===== src/rtl/bit_serial_adder_pkg.sv =====
// Shared types and defaults for the bit-serial adder.
// Optional subtract mode is enabled by defining BIT_SERIAL_ADDER_SUB_EN.
package bit_serial_pkg;

  localparam int unsigned DEFAULT_WIDTH = 8;

  typedef enum logic [1:0] {
    IDLE = 2'd0,
    RUN  = 2'd1,
    FIN  = 2'd2
  } state_t;

endpackage


===== src/rtl/bit_serial_adder_if.sv =====
// Start/busy/done handshake and operand/result bus for bit_serial_adder.
// The sub signal exists only when BIT_SERIAL_ADDER_SUB_EN is defined.
interface bit_serial_adder_if
  import bit_serial_pkg::*;
#(
  parameter int unsigned WIDTH = DEFAULT_WIDTH
);
  logic             start;
  logic [WIDTH-1:0] a;
  logic [WIDTH-1:0] b;
  logic             cin;
`ifdef BIT_SERIAL_ADDER_SUB_EN
  logic             sub;
`endif
  logic             busy;
  logic             done;
  logic [WIDTH-1:0] sum;
  logic             cout;
  logic             overflow;

`ifdef BIT_SERIAL_ADDER_SUB_EN
  modport master (
    output start, a, b, cin, sub,
    input  busy, done, sum, cout, overflow
  );
  modport slave (
    input  start, a, b, cin, sub,
    output busy, done, sum, cout, overflow
  );
`else
  modport master (
    output start, a, b, cin,
    input  busy, done, sum, cout, overflow
  );
  modport slave (
    input  start, a, b, cin,
    output busy, done, sum, cout, overflow
  );
`endif

endinterface


===== src/rtl/bit_serial_adder_fa_cell.sv =====
// Combinational 1-bit full adder used as the bit-serial adder's only arithmetic cell.
module fa_cell (
  input  logic x,
  input  logic y,
  input  logic ci,
  output logic s,
  output logic co
);

  assign s  = x ^ y ^ ci;
  assign co = (x & y) | (ci & (x ^ y));

endmodule


===== src/rtl/bit_serial_adder.sv =====
// Bit-serial adder: A + B + cin one bit per clock, LSB first, through one fa_cell.
// Defining BIT_SERIAL_ADDER_SUB_EN adds a sub input selecting A - B.
module bit_serial_adder
  import bit_serial_pkg::*;
#(
  parameter int unsigned WIDTH = DEFAULT_WIDTH
) (
  input  logic               clk,
  input  logic               rst,
  bit_serial_adder_if.slave  bus
);

  localparam int unsigned CNT_W = $clog2(WIDTH);

  state_t           state_q;
  state_t           state_d;
  logic [WIDTH-1:0] a_sh;
  logic [WIDTH-1:0] b_sh;
  logic [WIDTH-1:0] res_sh;
  logic [WIDTH-1:0] sum_q;
  logic [CNT_W-1:0] cnt;
  logic             carry;
  logic             c_msb_in;
  logic             cout_q;
  logic             ovf_q;
  logic             done_q;
  logic             load;
  logic             last_bit;
  logic             b_inv;
  logic             carry_init;
  logic             fa_s;
  logic             fa_co;

  fa_cell u_fa (
    .x  (a_sh[0]),
    .y  (b_sh[0]),
    .ci (carry),
    .s  (fa_s),
    .co (fa_co)
  );

  // Subtract is A + ~B + 1, so sub overrides cin with a forced carry-in.
  always_comb begin
    b_inv      = 1'b0;
    carry_init = bus.cin;
`ifdef BIT_SERIAL_ADDER_SUB_EN
    if (bus.sub) begin
      b_inv      = 1'b1;
      carry_init = 1'b1;
    end
`endif
  end

  assign last_bit = (cnt == CNT_W'(WIDTH - 1));

  always_ff @(posedge clk) begin
    if (rst) state_q <= IDLE;
    else     state_q <= state_d;
  end

  always_comb begin
    state_d = state_q;
    load    = 1'b0;
    case (state_q)
      IDLE: begin
        if (bus.start) begin
          load    = 1'b1;
          state_d = RUN;
        end
      end
      RUN:     if (last_bit) state_d = FIN;
      FIN:     state_d = IDLE;
      default: state_d = IDLE;
    endcase
  end

  always_ff @(posedge clk) begin
    if (rst) begin
      a_sh     <= '0;
      b_sh     <= '0;
      res_sh   <= '0;
      sum_q    <= '0;
      cnt      <= '0;
      carry    <= 1'b0;
      c_msb_in <= 1'b0;
      cout_q   <= 1'b0;
      ovf_q    <= 1'b0;
      done_q   <= 1'b0;
    end else begin
      done_q <= (state_q == FIN);
      case (state_q)
        IDLE: begin
          if (load) begin
            a_sh  <= bus.a;
            b_sh  <= b_inv ? ~bus.b : bus.b;
            carry <= carry_init;
            cnt   <= '0;
          end
        end
        RUN: begin
          a_sh   <= a_sh >> 1;
          b_sh   <= b_sh >> 1;
          res_sh <= {fa_s, res_sh[WIDTH-1:1]};
          carry  <= fa_co;
          cnt    <= last_bit ? '0 : cnt + CNT_W'(1);
          if (last_bit) c_msb_in <= carry;
        end
        FIN: begin
          sum_q  <= res_sh;
          cout_q <= carry;
          ovf_q  <= c_msb_in ^ carry;
        end
        default: ;
      endcase
    end
  end

  assign bus.busy     = (state_q == RUN);
  assign bus.done     = done_q;
  assign bus.sum      = sum_q;
  assign bus.cout     = cout_q;
  assign bus.overflow = ovf_q;

endmodule


===== src/flat_wrapper.sv =====
// flat-port wrapper written by rule: the top's interface ports become plain ports
module bit_serial_adder_flat import bit_serial_pkg::*;
#(
  parameter int unsigned WIDTH = DEFAULT_WIDTH
)
  (clk, rst, bus_start, bus_a, bus_b, bus_cin, bus_busy, bus_done, bus_sum, bus_cout, bus_overflow);
  bit_serial_adder_if #(.WIDTH(WIDTH)) bus_i ();
  input  logic clk;
  input  logic rst;
  input wire logic [$bits(bus_i.start)-1:0] bus_start;
  input wire logic [$bits(bus_i.a)-1:0] bus_a;
  input wire logic [$bits(bus_i.b)-1:0] bus_b;
  input wire logic [$bits(bus_i.cin)-1:0] bus_cin;
  output wire logic [$bits(bus_i.busy)-1:0] bus_busy;
  output wire logic [$bits(bus_i.done)-1:0] bus_done;
  output wire logic [$bits(bus_i.sum)-1:0] bus_sum;
  output wire logic [$bits(bus_i.cout)-1:0] bus_cout;
  output wire logic [$bits(bus_i.overflow)-1:0] bus_overflow;
  assign bus_i.start = bus_start;
  assign bus_i.a = bus_a;
  assign bus_i.b = bus_b;
  assign bus_i.cin = bus_cin;
  assign bus_busy = bus_i.busy;
  assign bus_done = bus_i.done;
  assign bus_sum = bus_i.sum;
  assign bus_cout = bus_i.cout;
  assign bus_overflow = bus_i.overflow;
  bit_serial_adder #(.WIDTH(WIDTH)) u_core (.clk(clk), .rst(rst), .bus(bus_i));
endmodule

===== config.mk =====
export PLATFORM = sky130hd
export DESIGN_NAME = bit_serial_adder_flat
export DESIGN_NICKNAME = d
export VERILOG_FILES = /design/src/rtl/bit_serial_adder_pkg.sv /design/src/rtl/bit_serial_adder_if.sv /design/src/rtl/bit_serial_adder_fa_cell.sv /design/src/rtl/bit_serial_adder.sv /design/src/flat_wrapper.sv
export SDC_FILE = /design/constraint.sdc
export NUM_CORES = 1
export LEC_CHECK = 0
export CORE_MARGIN = 4
export CORE_UTILIZATION = 51
export DETAILED_ROUTE_END_ITERATION = 6
export HOLD_SLACK_MARGIN = 0.05
export PLACE_DENSITY = 0.75
export SLEW_MARGIN = 15
export SYNTH_ARGS = -nofsm -noshare
export SYNTH_HDL_FRONTEND = slang
export SYNTH_SLANG_ARGS = --single-unit

===== constraint.sdc =====
create_clock -name clk -period 1.5 [get_ports clk]
set_input_delay 0.15 -clock clk [delete_from_list [all_inputs] [get_ports clk]]
set_output_delay 0.15 -clock clk [all_outputs]
set_load 0.02 [all_outputs]

==> flow_summary.toml <==
[detailed_routing]
drc = 0
drtAntennaViolNets = 0
dr.max_layer_used = "met4"
drt-met1-wl_um = 1370
wl_per_cell_um = 12.6
routed-wl-met2_um = 1720
num_vias = 1365
met3WireLength_um = 153
drtIter0Drc = 74
vias_per_cell = 5.23
wirelength_um = 3290
dr.pass1.iters = 4

[cells_and_area]
diodes = 0
area_growth_pct = 27.7
fill_cells = 259
final_nets = 239
drive_gt1_share_pct = 8.76

[cts]
cts-root-buf = "clkbuf_4"
cts.sinks = 42
clk_pin_slew_worst_paths_ns = 0.13
post_cts_buffers = 0
cts_buffers = 5
cts_tree = "done"
clk_path_buf_depth = 2
cts.htree.levels = 2
clk-insertion-delay-late_ns = 0.36

[critical_path]
cp_max_fo = 2
r2r-start = "u_core.cnt[0]$_SDFFE_PP0P_"
required_ns = 1.35
critPathMaxStageDelay_ns = 0.60
reg2reg_depth = 5
critPathCaptureType = "primary output"
arrival_ns = 1.29
cpMaxStageDelayCell = "clkdlybuf4s50_1"
r2r_end = "u_core.cnt[0]$_SDFFE_PP0P_"
crit_cells = 1
worst-path-buf-inv = 1
timing.reg2reg.setup_slack_ns = 0.14
path_cells = "clkdlybuf4s50_1"
start_kind = "flop"
cp_top_family = "buffers and inverters"
critPathKind = "flop to primary output"
cp-endpoint = "bus_sum[4]"
startpoint = "u_core.bus.sum[4]$_SDFFE_PP0P_"

[logic_synthesis]
ys_top_cells_by_area = "dfxtp_1 49%, mux2i_1 9.4%, nand2_1 7.7%"
synth_xor_area_share_pct = 0.515
syn-num-nets = 209
synth_cell_types = 26
ys_seq_elements = 42
synth_top_family_by_area = "compound AO/OA/AOI/OAI gates"
synth_area_leader_cell = "dfxtp_1"
synth_area_mm2 = 0.00170
synthSimpleGateAreaFrac_pct = 15.8
synth_compound_area_share_pct = 16.3
yosysSeqAreaShare_pct = 49.4
syn_area_per_cell_um2 = 9.15
yosysWarnings = 0
synth_mux_area_share_pct = 9.41
synthAdderAreaFrac_pct = 2.65
synthCells = 186
synth_top_area_share_pct = 49.4

[sta]
skew_ns = 0.0131
tns_ns = 0
finalSetupViolations = 0
rsz0062_at_grt = "false"
min_period_ns = 1.44
worstMarginPinSlew_ns = 0.382
slew_headroom_pct = 74.5
finalCritPeriodShare_pct = 96.3
hold_viol_final = 0
drv_slew = 0
fmax_mhz = 692
setup_ws_ns = 0.0554

[place]
dp_slack_ns = 0.0343
io_buffers = 31
gp_congestion = 0.781
dp_hpwl_um = 2350

[flow_run]
drv_cap = 0

[pwr]
internal_power_mw = 1.81
switching_share_pct = 22.3
power_switching_mw = 0.519
clkPwrFrac_pct = 38.3
power.total_mw = 2.33
ir_drop_uv = 697
p_leak_nw = 0.990
power_density_mw_per_mm2 = 1070
pwr-share-comb_pct = 10.4
seq_power_share_pct = 51.3

[floorplanning]
die_x_um = 65.8
die_h_um = 65.8
coreArea_mm2 = 0.00313
std_cell_rows = 20
die-area_mm2 = 0.00432
pin_count = 32
initial_utilization_pct = 54.4

[global_routing]
grt_usage_pct = 17.5
grt_pass1_wl_um = 5830
grt_max_degree = 43
first_global_vias = 1357
grt_overflow = 0
antenna_found_initial = 0

[status]
outcome = "complete, no violations"

[hold_path]
hold_start = "bus_b[2]"
worstHoldPathType = "primary input to flop"
==> power groups by stage <==
stage	clock network (mW)	registers, mW	logic [mW]
global placement	0	1.22	0.235
finish	0.893	1.19	0.243
CTS	0.916	1.19	0.245
floorplan	0	1.21	0.170
detailed placement	0	1.22	0.245
global route	0.970	1.20	0.271
==> Yosys cell counts (all sizes together) <==
cell,number
a211oi,17
xnor2,1
inv,2
nor2b,1
nand3b,1
fa,1
o21bai,1
nor3,1
nor2,23
mux2i,16
nand3,1
o21ba,1
clkbuf,6
dfxtp,42
nand2,35
ha,2
nor3b,2
buf,9
a21oi,18
nand2b,2
a22oi,4
==> worst min-delay path by stage <==
stage	depth (start not counted)	to	slack, ns
2_1_floorplan	2	u_core.a_sh[7]$_SDFFE_PP0P_	0.30
3_3_place_gp	2	u_core.bus.sum[5]$_SDFFE_PP0P_	0.44
3_5_place_dp	2	u_core.bus.sum[4]$_SDFFE_PP0P_	0.45
4_1_cts	3	u_core.b_sh[2]$_SDFFE_PP0P_	0.41
5_1_grt	3	u_core.b_sh[2]$_SDFFE_PP0P_	0.41
6_report	3	u_core.b_sh[2]$_SDFFE_PP0P_	0.43
==> repair_timing <==
action	CTS	global route
endpoints found under the setup margin	1	11
hold buffers	0	0
hold endpoints to repair	0	0
gates resized for setup	1	11
==> area by class of cell <==
type | instances | area, um2 | area share [%]
multi-input cells | 127 | 764 | 35.2
repair buffers | 38 | 399 | 18.4
clock inverters | 3 | 68.8 | 3.17
clock buffers | 5 | 37.5 | 1.73
well taps | 44 | 55.1 | 2.53
inverters | 2 | 7.51 | 0.345
flip-flops and latches | 42 | 841 | 38.7
==> stage by stage <==
| stage | instance area (um2) | util (%) | instances | hold WS (ns) |
|---|---|---|---|---|
| 2_1_floorplan | 1700 | - | 186 | 0.298 |
| 3_3_place_gp | 2040 | 65.2 | 253 | 0.441 |
| 3_5_place_dp | 2040 | 65.2 | 253 | 0.451 |
| 4_1_cts | 2140 | 68.5 | 261 | 0.409 |
| 5_1_grt | 2170 | 69.5 | 261 | 0.410 |
| 6_report | 2170 | 69.5 | 261 | 0.427 |
==> logic make-up after synthesis <==
kind of cell | Yosys count
flip-flops | 42
XOR/XNOR | 1
AND/OR/NAND/NOR | 66
buffers and inverters | 17
AO/OA/AOI/OAI | 41
multiplexers | 16
adder cells (fa/ha/maj) | 3
==> cell usage in the layout, fill, tap and decap left out <==
master,n
xnor2_1,1
a22oi_1,4
nor3b_1,1
ha_1,2
nand2b_1,2
buf_4,6
mux2i_1,16
inv_1,1
nor2b_1,1
nor3_1,1
o21ba_4,1
nand3_1,1
clkdlybuf4s50_1,20
clkbuf_4,5
inv_2,1
a211oi_2,1
dlymetal6s2s_1,10
dlygate4sd2_1,1
nor2_1,23
clkinv_4,1
nor3b_2,1
nand2_1,35
nand3b_1,1
fa_1,1
dfxtp_1,42
o21bai_1,1
bufinv_16,2
a211oi_1,16
a21oi_1,18
buf_12,1
==> metal layers <==
metal	vias to the layer above	GRT usage, %
li1	692	-
met1	638	19.7
met2	28	31.3
met3	7	5.47
met4	0	5.44
met5	-	0
==> registers in the layout, summed over array words and instances (netlist names) <==
register	flops
u_core.carry	1
u_core.bus.sum	8
u_core.bus.overflow	1
u_core.cnt	3
u_core.b_sh	8
u_core.c_msb_in	1
u_core.res_sh	8
u_core.bus.cout	1
u_core.a_sh	8
u_core.state_q	2
u_core.bus.done	1
Power figures use the tool's default switching activity.
==> patch 1, RTL diff (config.mk and constraints unchanged) <==
Encoding of `state_t`: now one-hot (3 bits for 3 states).
--- a/src/rtl/bit_serial_adder_pkg.sv
+++ b/src/rtl/bit_serial_adder_pkg.sv
@@ -6,6 +6,6 @@
 
-  typedef enum logic [1:0] {
-    IDLE = 2'd0,
-    RUN  = 2'd1,
-    FIN  = 2'd2
+  typedef enum logic [2:0] {
+    IDLE = 3'b001,
+    RUN  = 3'b010,
+    FIN  = 3'b100
   } state_t;
Formal check against the unedited RTL: same outputs for any inputs over 10 cycles, from zero or initial values and one cycle with rst high; not proved beyond that.
==> patch 1 against the unedited design <==
Global-route usage grew 3.4 points. Worst setup slack worse by 9.6 ps. Count of clock-buffer cells in the layout rose by 1. Non-clock buffer count rose by 12. Critical endpoint is now u_core.a_sh[3]. Die area is 2.9% higher. Sequential cell count increased by 1. Final area up 8.8%. Routed wire length is 27% higher. Power up 3.8%. Area after synthesis up 3.3%. Core utilization grew 1.3 points.
==> patch 1: results <==
export IMPL_status="complete, no violations"
export IMPL_reg2reg_depth=6
export IMPL_grt_pass1_wl_um=6910
export IMPL_post_place_ws_ps=-201
export IMPL_r2r_slack_ps=50
export IMPL_ys_top_cells_by_count="43 x dfxtp_1, 18 x nand2_1, 18 x nor3_1"
export IMPL_synth_mux_area_share_pct=6.26
export IMPL_synth_compound_area_share_pct=19.1
export IMPL_yosys_area_share_adder_pct=2.56
export IMPL_wl_um=4190
export IMPL_cts_resized=8
export IMPL_skew_ps=2.38
export IMPL_design_area_mm2=0.00236
export IMPL_grt_usage_pct=20.9
export IMPL_via_count=1554
export IMPL_drt_iter0_drc=129
export IMPL_drive_gt1_share_pct=18.6
export IMPL_grt_max_degree=32
export IMPL_dpl_cell_area_mm2=0.00221
export IMPL_hp_start="bus_a[2]"
export IMPL_yosysSeqAreaShare_pct=49.0
export IMPL_leakagePower_uw=0.000980
export IMPL_path_class="flop to flop"
export IMPL_fillers=265
export IMPL_irDropWorstVdd_uv=616
export IMPL_dpl_hpwl_um=2930
==> patch 1: final cells by class <==
| class | count | share of cell area, % |
|---|---|---|
| sequential | 43 | 36.5 |
| clock inverter | 2 | 2.54 |
| tap | 46 | 2.44 |
| clock buffer | 6 | 1.75 |
| inverter | 4 | 0.847 |
| timing repair buffer | 50 | 21.1 |
| multi-input combinational | 121 | 34.8 |
==> patch 1: per-layer routing <==
metal  track usage, %  share of wire [%]  wire (µm)  vias to the layer above
met1             24.1                 41       1720                      740
met2             36.8                 52       2180                       55
met3             5.73                5.0        209                        8
li1                 -                  -          -                      751
met5                0                  0          0                        -
met4             7.36                1.9         81                        0
==> patch 1: critical path, cell delays in order, from the launching register on <==
cell and delay, ps:
dfxtp_1 340, or3b_4 420, clkinv_4 70, buf_8 140, buf_6 130, nor3_1 50
a211oi_1 210
==> patch 1: report_power, final <==
group | internal [µW] | switching, µW | total (µW)
Clock | 520 | 363 | 883
Sequential | 1190 | 35.7 | 1230
Combinational | 162 | 145 | 307
==> patch 2, RTL diff (config.mk and constraints unchanged) <==
Made on the original files. `DEFAULT_WIDTH`: 8 -> 16.
--- a/src/rtl/bit_serial_adder_pkg.sv
+++ b/src/rtl/bit_serial_adder_pkg.sv
@@ -4,3 +4,3 @@
 
-  localparam int unsigned DEFAULT_WIDTH = 8;
+  localparam int unsigned DEFAULT_WIDTH = 16;
 
Ports: changed (resized bus_a, bus_b and bus_sum); port bits go from 32 to 56. No check against the original RTL was run, so the function may have changed too.
==> patch 2 against the unedited design <==
Sequential power rose by 77%. Routed wire length rose by 72%. Power rose by 71%. Worst setup slack improved by 2.5 ps. Clock skew fell by 7.3 ps. Sequential cell count rose by 33. Synthesized cell count rose by 61%. Count of clock-buffer cells in the layout rose by 4. Sequential share of layout area rose by 0.97 points. Register-to-register slack improved by 50 ps. Final area rose by 74%. Core utilization fell by 2.0 points. Area after synthesis rose by 77%. Largest cell class unchanged.
==> patch 2: results <==
export IMPL_status="complete, no violations"
export IMPL_met3_length_um=370
export IMPL_grt_usage_pct=16.7
export IMPL_path_clk_slew_ps=80
export IMPL_wl_met1_um=2490
export IMPL_grt_max_degree=32
export IMPL_via_count=2298
export IMPL_hp_start="bus_b[4]"
export IMPL_skew_ps=5.82
export IMPL_critPathLaunch="u_core.bus.overflow"
export IMPL_finalNetCount=392
export IMPL_clock_latency_ps=340
export IMPL_synth_area_leaders="dfxtp_1 50%, mux2i_1 10%, nand2_1 8.7%"
export IMPL_wl_um=5650
export IMPL_irDropWorstVdd_uv=729
export IMPL_r2r_slack_ps=190
export IMPL_relSlewSlack_pct=78.9
export IMPL_wl_met2_um=2740
export IMPL_grt_pass1_vias=2180
export IMPL_ys_top_cells_by_count="75 x dfxtp_1, 70 x nand2_1, 37 x a21oi_1"
export IMPL_fillers=482
export IMPL_whs_endpoint="u_core.b_sh[4]"
export IMPL_dpl_hpwl_um=3910
export IMPL_yosysSeqAreaShare_pct=50.0
export IMPL_drive_gt1_share_pct=11.5
export IMPL_drt_iter0_drc=76
export IMPL_holdWs_ps=443
export IMPL_reg2reg_to="u_core.a_sh[3]"
export IMPL_place_congestion=0.751
export IMPL_syn_nets=338
export IMPL_htree_num_levels=3
export IMPL_regToRegStartpoint="u_core.state_q[0]"
export IMPL_cts_root_buf="clkbuf_8"
export IMPL_leakagePower_uw=0.00143
patch 2: cell types whose count changed in the layout (fill, tap and decap cells not counted), sizes merged, moves of 19 or more:
| cell | before | now |
|---|---|---|
| a21oi | 18 | 37 |
| dfxtp | 42 | 75 |
| nand2 | 35 | 70 |
| o2bb2ai | 0 | 31 |
| clkdlybuf4s50 | 20 | 54 |
| nor2 | 23 | 4 |
patch 2: tightest hold or removal path, cell delays in order:
cell and delay (ps):
clkdlybuf4s50_1 390, mux2i_1 130, o2bb2ai_1 60
patch 2: cells by family after synthesis:
kind of cell    synth area share [%]
xor+xnor                       0.292
buf+inv                         6.33
mux                             10.3
compound gates                  19.5
fa+ha+maj                       1.08
simple gates                    12.5
flops                           50.0
patch 2: where the power goes:
group | switching, µW | internal [µW] | leakage (µW) | total (µW)
clock network | 728 | 761 | 0.0000877 | 1490
logic | 179 | 211 | 0.000734 | 391
registers | 48.1 | 2060 | 0.000611 | 2110
patch 2: final cells by class:
| type | instances | area share, % |
|---|---|---|
| clock buffers | 9 | 3.27 |
| clock inverters | 6 | 1.75 |
| inverters | 1 | 0.0991 |
| multi-input cells | 199 | 34.8 |
| flip-flops and latches | 75 | 39.7 |
| well taps | 72 | 2.38 |
| repair buffers | 68 | 18.1 |
patch 2: layer usage:
layer,up-vias,global-route usage (%)
met3,5,6.48
met4,0,3.88
met5,-,0
met1,1069,19.8
li1,1159,-
met2,65,28.5
patch 2: through the flow:
step                      util (%)  total power [µW]  instance area [µm²]  instances  setup WS [ps]
after detailed placement      64.1              2550                 3600        415           87.7
after CTS                     67.5              4040                 3780        430           34.2
final                         67.5              3990                 3790        430           57.9
after global placement        64.1              2550                 3600        415            100
after floorplan                  -              2410                 3000        300            286
after global routing          67.5              4170                 3790        430           2.69
